<file path="src/rtl/sram_row_access_ctrl.sv">
// Access sequencer feeding the SRAM row decoder: accepts one request at a time
// and walks precharge -> wordline -> (sense) -> done with registered strobes.
module sram_row_access_ctrl #(
  parameter int ADDR_BITS    = 6,
  parameter int PRE_CYCLES   = 1,
  parameter int WL_CYCLES    = 2,
  parameter int SENSE_CYCLES = 1
) (
  input  logic                 clk,
  input  logic                 rst_n,
  input  logic                 req_valid,
  output logic                 req_ready,
  input  logic [ADDR_BITS-1:0] req_addr,
  input  logic                 req_we,
  output logic [ADDR_BITS-1:0] addr,
  output logic                 en,
  output logic                 pre_n,
  output logic                 we_en,
  output logic                 sae,
  output logic                 rsp_valid,
  output logic                 busy
);

  localparam int MAX_PW  = (PRE_CYCLES > WL_CYCLES) ? PRE_CYCLES : WL_CYCLES;
  localparam int MAX_CYC = (MAX_PW > SENSE_CYCLES) ? MAX_PW : SENSE_CYCLES;
  localparam int CNT_W   = $clog2(MAX_CYC + 1);

  localparam logic [CNT_W-1:0] PRE_LOAD   = CNT_W'(PRE_CYCLES - 1);
  localparam logic [CNT_W-1:0] WL_LOAD    = CNT_W'(WL_CYCLES - 1);
  localparam logic [CNT_W-1:0] SENSE_LOAD = CNT_W'(SENSE_CYCLES - 1);

  typedef enum logic [2:0] {
    S_IDLE,
    S_PRE,
    S_WL,
    S_SENSE,
    S_DONE
  } state_e;

  state_e           state_q;
  logic [CNT_W-1:0] cnt_q;
  logic             we_q;

  // Every strobe is assigned on the transition into the state that owns it,
  // so the outputs are plain flops and never see req_* combinationally.
  // NOTE: all state here is updated with non-blocking assignments so every
  // flop samples pre-edge values regardless of statement order.
  always_ff @(posedge clk or negedge rst_n) begin
    if (!rst_n) begin
      state_q   <= S_IDLE;
      cnt_q     <= '0;
      we_q      <= 1'b0;
      addr      <= '0;
      en        <= 1'b0;
      pre_n     <= 1'b0;
      we_en     <= 1'b0;
      sae       <= 1'b0;
      rsp_valid <= 1'b0;
      req_ready <= 1'b1;
      busy      <= 1'b0;
    end else begin
      rsp_valid <= 1'b0;
      case (state_q)
        S_IDLE: begin
          if (req_valid) begin
            addr      <= req_addr;
            we_q      <= req_we;
            cnt_q     <= PRE_LOAD;
            state_q   <= S_PRE;
            req_ready <= 1'b0;
            busy      <= 1'b1;
          end
        end
        S_PRE: begin
          if (cnt_q == '0) begin
            cnt_q   <= WL_LOAD;
            state_q <= S_WL;
            pre_n   <= 1'b1;
            en      <= 1'b1;
            we_en   <= we_q;
          end else begin
            cnt_q <= cnt_q - CNT_W'(1);
          end
        end
        S_WL: begin
          if (cnt_q == '0) begin
            en    <= 1'b0;
            we_en <= 1'b0;
            if (we_q) begin
              pre_n     <= 1'b0;
              rsp_valid <= 1'b1;
              state_q   <= S_DONE;
            end else begin
              sae     <= 1'b1;
              cnt_q   <= SENSE_LOAD;
              state_q <= S_SENSE;
            end
          end else begin
            cnt_q <= cnt_q - CNT_W'(1);
          end
        end
        S_SENSE: begin
          if (cnt_q == '0) begin
            sae       <= 1'b0;
            pre_n     <= 1'b0;
            rsp_valid <= 1'b1;
            state_q   <= S_DONE;
          end else begin
            cnt_q <= cnt_q - CNT_W'(1);
          end
        end
        S_DONE: begin
          req_ready <= 1'b1;
          busy      <= 1'b0;
          state_q   <= S_IDLE;
        end
        default: begin
          en        <= 1'b0;
          we_en     <= 1'b0;
          sae       <= 1'b0;
          pre_n     <= 1'b0;
          req_ready <= 1'b1;
          busy      <= 1'b0;
          state_q   <= S_IDLE;
        end
      endcase
    end
  end

endmodule

</file>
<file path="config.mk">
export PLATFORM = sky130hd
export DESIGN_NAME = sram_row_access_ctrl
export DESIGN_NICKNAME = d
export VERILOG_FILES = /design/src/rtl/sram_row_access_ctrl.sv
export SDC_FILE = /design/constraint.sdc
export NUM_CORES = 1
export LEC_CHECK = 0
export CORE_UTILIZATION = 36
export DETAILED_ROUTE_END_ITERATION = 7
export GPL_ROUTABILITY_DRIVEN = 0
export GPL_TIMING_DRIVEN = 1
export PLACE_DENSITY = 0.72
export SYNTH_ARGS = -nofsm -noshare
export SYNTH_HDL_FRONTEND = slang
export SYNTH_SLANG_ARGS = --single-unit
</file>
<file path="constraint.sdc">
create_clock -name clk -period 1.6 [get_ports clk]
set_input_delay 0.48 -clock clk [delete_from_list [all_inputs] [get_ports clk]]
set_output_delay 0.48 -clock clk [all_outputs]
set_load 0.05 [all_outputs]
</file>
==> metrics.cfg <==
[setup_path]
cp-start-kind = input port
end_kind = register
worstPathRequired_ns = 1.78
r2r_cells = 6
cp_max_fo = 9
critical_path_class = input port to register
ff2ff_setup_slack_ns = 0.14
reg2reg_to = cnt_q[0]
reg2reg_from = cnt_q[0]
critPathArrivalTime_ns = 1.72

[floorplanning]
ios = 23
dieArea_sq_um = 2760
fp.coreArea_sq_um = 2300
die_w_um = 52.5
num_rows = 17
start_util_pct = 40.0
die_h_um = 52.5

[sta]
fin_crit_sh_pct = 95.9
rsz0062_at_grt = false
worstMarginPinSlew_ns = 0.278
whs_ns = 0.516
max_freq_ghz = 0.652
fin_crit_ns = 1.53
setup_viol = 0
relSlewSlack_pct = 81.2
final_hold_viol_count = 0
maxSlewViolCount = 0
clock_skew_ns = 0.000621

[layout]
final_cell_mix = 18 x dfrtp_1, 14 x buf_12, 10 x o21ai_0
fin_cells = 144
final_area_sq_um = 1380
antennaDiodeCount = 0
final_util_pct = 60.1
fin_nets = 131
final_common_cell = dfrtp_1
final.fill_count = 188
syn_to_final_growth_pct = 50.4
drive_above_1_share_pct = 30.2

[global_routing]
grt_max_degree = 20
grt_antenna_before_repair = 0
grt_pass1_wl_um = 3280
grt_pass1_vias = 766
grt.total_usage_pct = 16.2
overflow = 0

[detailed_routing]
viasPerCell = 5.12
dr.pass1.iters = 4
vias = 737
post-route-drc-count = 0
drt_iter0_drc = 3
drt_wl_total_um = 1800
ant_nets = 0
wl_per_cell_um = 12.5

[cts]
cts_root_buf = clkbuf_4
clk_pin_slew_ns = 0.10
clk_latency_ns = 0.29
clock_sinks = 19
cts_setup_buffers = 0
cts_tree = yes
clockBufferDepth = 2
numCtsBuffers = 3
htree_levels = 1

[synthesis]
synthesis.area_sq_um = 918
syn_avg_cell_area_sq_um = 10.6
synth.largest_area_cell = dfrtp_1
synth_cells = 87
synth_nets = 101
ys_ff_latch = 19
synth_cell_types = 28
yosysWarnings = 0
synth_top_area_share_pct = 49.0
ys_seq_area_share_pct = 51.9
synthTopCellsByArea = dfrtp_1 49%, mux2_2 8.6%, ha_1 5.4%

[worst_hold_path]
hold_class = input port to async pin

[placed_design]
port_buffers = 22
hpwl_um = 1380
dpl_cell_area_sq_um = 1350
dp.cells = 140

[run]
cap_viol_max_count = 0

[outcome]
status = finished, final reports clean

==> critical path, stage by stage <==
cell and delay (ns):
clkdlybuf4s50_1 0.47, inv_1 0.08, nor3_4 0.21, buf_12 0.15
mux2_2 0.33
==> per-stage QoR <==
step                setup TNS [ns]  setup WS [ns]
floorplan                        0          0.152
global placement             -1.52         -0.214
detailed placement           -1.70         -0.251
CTS                              0         0.0505
global route                     0         0.0151
finish                           0         0.0663
==> metal layers <==
metal | share of wire, % | track usage, %
met1 | 43 | 20.1
met5 | 0 | 0
met4 | 0.78 | 3.95
met3 | 6.7 | 5.22
met2 | 50 | 27.0
==> area by class of cell <==
class / instances / area, sq um / share of cell area [%]
multi-input cells: 58 / 405 / 29.3
well taps: 28 / 35.0 / 2.54
repair buffers: 29 / 415 / 30.1
flip-flops and latches: 19 / 477 / 34.5
clock buffers: 4 / 26.3 / 1.90
inverters: 6 / 22.5 / 1.63
==> cells in the mapped netlist <==
library cell  count
a211oi_1          1
a21o_1            1
a21oi_1           4
a22o_1            1
a22oi_1           1
a31oi_1           1
a32o_1            2
and2_1            1
buf_2             1
clkbuf_1          3
dfrtp_1          18
dfstp_2           1
ha_1              4
inv_1             6
mux2_2            7
nand2_1           6
nand2b_1          1
nand3_1           1
nor2_1            7
nor2b_1           3
nor3_4            1
nor3b_1           1
o211ai_1          1
o21ai_0          10
o22ai_1           1
o41ai_1           1
or2_2             1
or2_4             1
==> how the worst max path moves through the flow <==
stage	from	to	slack [ns]	depth (start not counted)
2_1_floorplan	cnt_q[0]	en	0.15	7
3_3_place_gp	req_valid	addr[1]	-0.21	5
3_5_place_dp	req_valid	addr[2]	-0.25	5
4_1_cts	req_valid	addr[2]	0.05	5
5_1_grt	cnt_q[0]	en	0.02	6
6_report	req_valid	addr[2]	0.07	5
==> repair_timing <==
action / CTS / global route
setup endpoints to repair: 0 / 2
resized for setup: 0 / 1
hold buffers: 0 / 0
==> flip-flops by register name, summed over array words and instances, names as in the netlist <==
| name | flops |
|---|---|
| req_ready | 1 |
| pre_n | 1 |
| state_q | 3 |
| busy | 1 |
| cnt_q | 2 |
| we_en | 1 |
| we_q | 1 |
| en | 1 |
| rsp_valid | 1 |
| sae | 1 |
| addr | 6 |
==> kinds of logic (layout without fill, tap and decap cells) <==
kind of cell             Yosys count  after routing  share of synthesized area, %
AND/OR/NAND/NOR                   23             23                          13.5
adder cells (fa/ha/maj)            4              4                          5.45
multiplexers                       7              7                          8.58
buffers and inverters             10             39                          4.22
flip-flops                        19             19                          51.9
AO/OA/AOI/OAI                     24             24                          16.4
Power is left out: the tool's default activity adds up to more than one toggle a clock period on the data nets, which glitch-free logic cannot reach.
